File: src/rtl/sipo_deframer_pkg.sv
`default_nettype none
// ============================================================================
// Package : sipo_pkg
// Brief   : Shared FSM state type and default sizes for the serial deframer.
// Rev     : 1.0 - initial release
// ============================================================================
package sipo_pkg;

  // Default word width and output buffer depth.
  localparam int unsigned DEF_WIDTH = 8;
  localparam int unsigned DEF_DEPTH = 2;

  // Deframer states: HUNT waits for start-of-frame, SHIFT collects bits.
  typedef enum logic [0:0] {
    HUNT  = 1'b0,
    SHIFT = 1'b1
  } state_e;

endpackage : sipo_pkg
`default_nettype wire

File: src/rtl/sipo_deframer_if.sv
`default_nettype none
// ============================================================================
// Interface : sipo_deframer_if
// Brief     : Serial input, word output handshake and status of the deframer.
//             The master side drives bits and consumes words; the slave side
//             is the deframer itself.
// Rev       : 1.0 - initial release
// ============================================================================
interface sipo_deframer_if
  import sipo_pkg::*;
#(
  parameter int WIDTH = DEF_WIDTH
);

  logic             s_in;
  logic             s_en;
  logic             s_sof;
  logic [WIDTH-1:0] out_data;
  logic             out_valid;
  logic             out_ready;
  logic             clr_err;
  logic             overrun;
  logic             frame_err;
  logic             busy;

  modport master (
    output s_in, s_en, s_sof, out_ready, clr_err,
    input  out_data, out_valid, overrun, frame_err, busy
  );

  modport slave (
    input  s_in, s_en, s_sof, out_ready, clr_err,
    output out_data, out_valid, overrun, frame_err, busy
  );

endinterface : sipo_deframer_if
`default_nettype wire

File: src/rtl/sipo_deframer_word_fifo.sv
`default_nettype none
// ============================================================================
// Module : word_fifo
// Brief  : Small FIFO holding assembled words. A push into a full buffer is
//          accepted only when a pop happens on the same edge.
// Rev    : 1.0 - initial release
// ============================================================================
module word_fifo
  import sipo_pkg::*;
#(
  parameter int WIDTH = DEF_WIDTH,
  parameter int DEPTH = DEF_DEPTH
) (
  input  logic             clk,
  input  logic             rst_n,
  input  logic             push,
  input  logic [WIDTH-1:0] push_data,
  input  logic             pop,
  output logic             full,
  output logic             empty,
  output logic [WIDTH-1:0] head_data
);

  localparam int AW = $clog2(DEPTH);
  localparam int CW = AW + 1;

  logic [WIDTH-1:0] mem_q [DEPTH];
  logic [WIDTH-1:0] mem_d [DEPTH];
  logic [AW-1:0]    wr_ptr_q, wr_ptr_d;
  logic [AW-1:0]    rd_ptr_q, rd_ptr_d;
  logic [CW-1:0]    count_q, count_d;
  logic             do_push;
  logic             do_pop;

  assign full      = (count_q == CW'(DEPTH));
  assign empty     = (count_q == '0);
  assign head_data = empty ? '0 : mem_q[rd_ptr_q];

  // Accept pops only when data exists; pushes need room or a concurrent pop.
  always_comb begin
    do_pop  = pop && !empty;
    do_push = push && (!full || do_pop);
    mem_d   = mem_q;
    if (do_push) begin
      mem_d[wr_ptr_q] = push_data;
    end
    // Power-of-two depth lets the pointers wrap by natural overflow.
    wr_ptr_d = wr_ptr_q + AW'(do_push);
    rd_ptr_d = rd_ptr_q + AW'(do_pop);
    count_d  = count_q + CW'(do_push) - CW'(do_pop);
  end

  // Storage, pointers and occupancy register.
  always_ff @(posedge clk or negedge rst_n) begin
    if (!rst_n) begin
      for (int i = 0; i < DEPTH; i++) begin
        mem_q[i] <= '0;
      end
      wr_ptr_q <= '0;
      rd_ptr_q <= '0;
      count_q  <= '0;
    end else begin
      mem_q    <= mem_d;
      wr_ptr_q <= wr_ptr_d;
      rd_ptr_q <= rd_ptr_d;
      count_q  <= count_d;
    end
  end

endmodule : word_fifo
`default_nettype wire

File: src/rtl/sipo_deframer.sv
`default_nettype none
// ============================================================================
// Module : sipo_deframer
// Brief  : Serial-in parallel-out deframer. Collects MSB-first bits starting
//          at a start-of-frame marker into WIDTH-bit words, buffers them in a
//          FIFO and flags dropped words and mid-word start markers.
// Rev    : 1.0 - initial release
// ============================================================================
module sipo_deframer
  import sipo_pkg::*;
#(
  parameter int WIDTH = DEF_WIDTH,
  parameter int DEPTH = DEF_DEPTH
) (
  input  logic            clk,
  input  logic            rst_n,
  sipo_deframer_if.slave  bus
);

  localparam int CW = $clog2(WIDTH) + 1;

  state_e           state_q, state_d;
  logic [WIDTH-1:0] shift_q, shift_d;
  logic [CW-1:0]    cnt_q, cnt_d;
  logic             overrun_q, overrun_d;
  logic             frame_err_q, frame_err_d;

  logic             load;
  logic             shift_en;
  logic             sof_mid;
  logic [WIDTH-1:0] shift_nxt;
  logic [CW-1:0]    cnt_nxt;
  logic             word_done;
  logic             fifo_full;
  logic             fifo_empty;
  logic             pop;

  assign pop = bus.out_valid && bus.out_ready;

  // Classify the sampled bit and compute the shifter/count after this edge.
  always_comb begin
    load     = 1'b0;
    shift_en = 1'b0;
    sof_mid  = 1'b0;
    if (bus.s_en) begin
      if (bus.s_sof) begin
        load    = 1'b1;
        sof_mid = (state_q == SHIFT);
      end else if (state_q == SHIFT) begin
        shift_en = 1'b1;
      end
    end
    if (load) begin
      shift_nxt = WIDTH'(bus.s_in);
      cnt_nxt   = CW'(1);
    end else if (shift_en) begin
      shift_nxt = (shift_q << 1) | WIDTH'(bus.s_in);
      cnt_nxt   = cnt_q + CW'(1);
    end else begin
      shift_nxt = shift_q;
      cnt_nxt   = cnt_q;
    end
    word_done = (load || shift_en) && (cnt_nxt == CW'(WIDTH));
  end

  // Next-state logic: a start marker enters SHIFT, a full word returns to HUNT.
  always_comb begin
    state_d = state_q;
    if (word_done) begin
      state_d = HUNT;
    end else if (load) begin
      state_d = SHIFT;
    end
  end

  // State register.
  always_ff @(posedge clk or negedge rst_n) begin
    if (!rst_n) begin
      state_q <= HUNT;
    end else begin
      state_q <= state_d;
    end
  end

  // FSM outputs.
  always_comb begin
    bus.busy = (state_q == SHIFT);
  end

  // Datapath and sticky flag next values; a set on the clearing edge wins.
  always_comb begin
    shift_d     = shift_nxt;
    cnt_d       = word_done ? '0 : cnt_nxt;
    overrun_d   = (word_done && fifo_full && !pop) ||
                  (overrun_q && !bus.clr_err);
    frame_err_d = sof_mid || (frame_err_q && !bus.clr_err);
  end

  // Datapath and flag registers.
  always_ff @(posedge clk or negedge rst_n) begin
    if (!rst_n) begin
      shift_q     <= '0;
      cnt_q       <= '0;
      overrun_q   <= 1'b0;
      frame_err_q <= 1'b0;
    end else begin
      shift_q     <= shift_d;
      cnt_q       <= cnt_d;
      overrun_q   <= overrun_d;
      frame_err_q <= frame_err_d;
    end
  end

  assign bus.overrun   = overrun_q;
  assign bus.frame_err = frame_err_q;
  assign bus.out_valid = !fifo_empty;

  word_fifo #(
    .WIDTH (WIDTH),
    .DEPTH (DEPTH)
  ) u_word_fifo (
    .clk       (clk),
    .rst_n     (rst_n),
    .push      (word_done),
    .push_data (shift_nxt),
    .pop       (pop),
    .full      (fifo_full),
    .empty     (fifo_empty),
    .head_data (bus.out_data)
  );

endmodule : sipo_deframer
`default_nettype wire

File: src/flat_wrapper.sv
// flat-port wrapper written by rule: the top's interface ports become plain ports
module sipo_deframer_flat import sipo_pkg::*;
#(
  parameter int WIDTH = DEF_WIDTH,
  parameter int DEPTH = DEF_DEPTH
)
  (clk, rst_n, bus_s_in, bus_s_en, bus_s_sof, bus_out_ready, bus_clr_err, bus_out_data, bus_out_valid, bus_overrun, bus_frame_err, bus_busy);
  sipo_deframer_if #(.WIDTH(WIDTH)) bus_i ();
  input  logic clk;
  input  logic rst_n;
  input wire logic [$bits(bus_i.s_in)-1:0] bus_s_in;
  input wire logic [$bits(bus_i.s_en)-1:0] bus_s_en;
  input wire logic [$bits(bus_i.s_sof)-1:0] bus_s_sof;
  input wire logic [$bits(bus_i.out_ready)-1:0] bus_out_ready;
  input wire logic [$bits(bus_i.clr_err)-1:0] bus_clr_err;
  output wire logic [$bits(bus_i.out_data)-1:0] bus_out_data;
  output wire logic [$bits(bus_i.out_valid)-1:0] bus_out_valid;
  output wire logic [$bits(bus_i.overrun)-1:0] bus_overrun;
  output wire logic [$bits(bus_i.frame_err)-1:0] bus_frame_err;
  output wire logic [$bits(bus_i.busy)-1:0] bus_busy;
  assign bus_i.s_in = bus_s_in;
  assign bus_i.s_en = bus_s_en;
  assign bus_i.s_sof = bus_s_sof;
  assign bus_i.out_ready = bus_out_ready;
  assign bus_i.clr_err = bus_clr_err;
  assign bus_out_data = bus_i.out_data;
  assign bus_out_valid = bus_i.out_valid;
  assign bus_overrun = bus_i.overrun;
  assign bus_frame_err = bus_i.frame_err;
  assign bus_busy = bus_i.busy;
  sipo_deframer #(.WIDTH(WIDTH), .DEPTH(DEPTH)) u_core (.clk(clk), .rst_n(rst_n), .bus(bus_i));
endmodule
File: config.mk
export PLATFORM = sky130hd
export DESIGN_NAME = sipo_deframer_flat
export DESIGN_NICKNAME = d
export VERILOG_FILES = /design/src/rtl/sipo_deframer_pkg.sv /design/src/rtl/sipo_deframer_if.sv /design/src/rtl/sipo_deframer_word_fifo.sv /design/src/rtl/sipo_deframer.sv /design/src/flat_wrapper.sv
export SDC_FILE = /design/constraint.sdc
export NUM_CORES = 1
export LEC_CHECK = 0
export CAP_MARGIN = 20
export CORE_MARGIN = 5
export CORE_UTILIZATION = 55
export CTS_CLUSTER_DIAMETER = 200
export CTS_CLUSTER_SIZE = 40
export DETAILED_ROUTE_END_ITERATION = 10
export PLACE_DENSITY_LB_ADDON = 0.25
export SYNTH_ARGS = -nofsm -noshare
export SYNTH_HDL_FRONTEND = slang
export SYNTH_SLANG_ARGS = --single-unit
File: constraint.sdc
create_clock -name clk -period 2.89 [get_ports clk]
set_input_delay 0.7225 -clock clk [delete_from_list [all_inputs] [get_ports clk]]
set_output_delay 0.7225 -clock clk [all_outputs]
set_load 0.1 [all_outputs]
==> flow_metrics.tcl <==
set metrics [dict create \
    status "completed" \
    fp.dieArea_um2 4230 \
    diodes 0 \
    clock_latency_ps 330 \
    clockBufferDepth 2 \
    drv_cap 0 \
    yosysUniqueCellTypes 32 \
    dr.pass1.iters 4 \
    critPathLaunchType "input port" \
    final_nets 192 \
    ios 19 \
    postCtsHoldBufs 0 \
    synth_compound_area_frac 0.162 \
    rsz0062_at_grt "false" \
    synthCells 160 \
    htree_levels 2 \
    synth.avg_cell_area_um2 10.4 \
    yosys_warnings 0 \
    root_buffer "clkbuf_4" \
    io_buffers 18 \
    hold_viol 0 \
    cp_max_fo 4 \
    grt_util_met3 0.0468 \
    post_cts_buffers 0 \
    setup_violations 0 \
    first_iter_violations 70 \
    cts_tree "built" \
    cts_resized 0 \
    netlist_area_um2 1660 \
    crit_path_top_delay_cell "clkdlybuf4s50_1" \
    end_kind "flip-flop" \
    powerDensity_nw_per_um2 723 \
    vias 1195 \
    first_global_vias 1209 \
    hold_path.class "flip-flop to flip-flop" \
    crit_type "input port to flip-flop" \
    areaGrowthSynthToFinish_pct 12.3 \
    cts.clk_slew.worst_paths_ps 100 \
    synth_top_family_by_area "compound AO/OA/AOI/OAI gates" \
    antenna_found_initial 0 \
    die_h_um 65.0 \
    track_usage 0.174 \
    gp_congestion 0.767 \
    drc 0 \
    post-route-util 0.628 \
    whs_ps 507 \
    top_usage_layer "met2" \
    post-route-period-util 0.802 \
    dp_hpwl_um 2190 \
    fmax_mhz 431 \
    setup_tns_ps 0 \
    fin_crit_ps 2320 \
    rows 20 \
    routedWlPerCell_um 14.5 \
    slowest_delay_ps 410 \
    slew_viol_final 0 \
    use_met1 0.222 \
    synth_mux_area_frac 0.0602 \
    grt_pass1_wl_um 5500 \
    syn_nets 172 \
    clock_skew_ps 3.92 \
    power_mw 1.35 \
    ys_ff_latch 35 \
    routed_via_density 5.64 \
    cts_made_buffers 5 \
    ir_worst_vdd_mv 0.345 \
    final_area_um2 1870 \
    postPlaceCellArea_um2 1830 \
    required_ps 3150 \
    arrival_ps 2580 \
    max_slew.worst_pin.slew_ps 488 \
    ys_seq_area_frac 0.526 \
    grt_use_met2 0.267 \
    synth_xor_area_frac 0.0158 \
    max_slew_margin 0.675 \
    cts.sinks 35 \
    leakagePower_nw 0.961 \
    grt_max_degree 36 \
    layout-drive-gt1-share 0.156 \
    routed_wl_um 3070 \
    antenna_left 0 \
    path_cells "clkdlybuf4s50_1, nand4b_1, a21oi_1, nand3b_1, ha_1, inv_1, ha_1, xnor2_1, xnor2_1" \
    coreArea_um2 2980 \
    initial_core_util 0.559 \
    grt-ovfl-total 0 \
    synthAdderAreaFrac 0.0376 \
    die_x_um 65.0 \
    synth_simple_gate_area_share 0.130 \
]
placed cells by master (no fill, tap or decap), types with 2 or more instances in the layout:
master	n
and3b_1	2
nand2b_1	2
buf_4	17
a32o_1	2
inv_1	13
a31oi_1	4
nand3_1	4
nand4b_1	2
nand2_1	4
clkdlybuf4s50_1	6
a22oi_1	5
nor2_1	24
a21oi_1	18
dfrtp_1	35
a21o_1	4
o21ai_0	2
xnor2_1	2
mux2i_1	10
nand3b_1	2
clkbuf_4	5
ha_1	5
metal layers:
metal | share of wire | up-vias
li1 | - | 590
met1 | 0.47 | 566
met2 | 0.46 | 28
met3 | 0.044 | 11
met4 | 0.028 | 0
met5 | 0 | -
final cells by class:
class                   count  area, µm²
clock buffers               6       41.3
fillers                   255       1110
inverters                  13       48.8
multi-input cells         102        674
flip-flops and latches     35        876
well taps                  33       41.3
repair buffers             23        188
flip-flops by register name (all words and copies together), names as in the netlist:
register / count
u_core.bus.overrun: 1
u_core.u_word_fifo.rd_ptr_q: 1
u_core.bus.busy: 1
u_core.bus.frame_err: 1
u_core.shift_q: 8
u_core.u_word_fifo.count_q: 2
u_core.cnt_q: 4
u_core.u_word_fifo.wr_ptr_q: 1
u_core.u_word_fifo.mem_q: 16
power by group:
| part | internal [mW] | leakage (nW) | total, mW | switching (mW) |
|---|---|---|---|---|
| clock network | 0.0864 | 0.0242 | 0.234 | 0.147 |
| logic | 0.153 | 0.477 | 0.474 | 0.321 |
| registers | 0.562 | 0.459 | 0.644 | 0.0823 |
critical path, delay by kind of cell:
kind	cells	cell delay [ps]
fa+ha+maj	2	470
buf+inv	2	450
simple gates	2	330
compound gates	1	310
xor+xnor	2	300
logic make-up after synthesis:
| family | count (synthesis) |
|---|---|
| xor+xnor | 3 |
| simple gates | 44 |
| buf+inv | 23 |
| fa+ha+maj | 5 |
| flops | 35 |
| compound gates | 40 |
| mux | 10 |
stage by stage:
| stage | instances | worst slack (ps) |
|---|---|---|
| floorplan | 160 | 231 |
| global placement | 206 | 299 |
| detailed placement | 206 | 218 |
| CTS | 212 | 589 |
| global route | 212 | 457 |
| finish | 212 | 572 |
cells in the mapped netlist:
master / count / area [µm²]
ha_1: 5 / 62.6
nor2b_1: 1 / 6.26
nand3b_1: 2 / 15.0
a22o_1: 1 / 8.76
a31oi_1: 4 / 25.0
a22oi_1: 5 / 37.5
a32o_1: 2 / 20.0
nand2_1: 4 / 15.0
nand3_1: 4 / 20.0
o21ai_4: 1 / 16.3
a21o_1: 4 / 30.0
nor2_1: 24 / 90.1
and2_4: 1 / 8.76
nor2_2: 1 / 6.26
clkbuf_1: 5 / 18.8
xor2_1: 1 / 8.76
a21bo_2: 1 / 10.0
buf_6: 3 / 33.8
nor3b_1: 1 / 7.51
a211oi_2: 1 / 12.5
and3b_1: 2 / 17.5
xnor2_1: 2 / 17.5
mux2i_1: 10 / 100
nand4b_1: 2 / 17.5
a21oi_2: 1 / 8.76
buf_4: 1 / 7.51
nand2b_1: 2 / 12.5
dfrtp_1: 35 / 876
a21oi_1: 18 / 90.1
inv_1: 13 / 48.8
buf_2: 1 / 5.00
o21ai_0: 2 / 10.0
final timing paths:
kind | endpoint | depth (start not counted) | startpoint | slack (ps)
setup / recovery | u_core.u_word_fifo.count_q[1] | 9 | bus_s_sof | 570
hold / removal | u_core.bus.frame_err | 1 | u_core.bus.frame_err | 510
setup reg to reg | u_core.u_word_fifo.count_q[1] | 8 | u_core.bus.busy | 740
hold reg to reg | u_core.bus.frame_err | 1 | u_core.bus.frame_err | 510
max in group asynchronous | u_core.u_word_fifo.count_q[1] | 2 | rst_n | 1800
min in group asynchronous | u_core.cnt_q[3] | 2 | rst_n | 780
(Power assumes the default switching activity.)
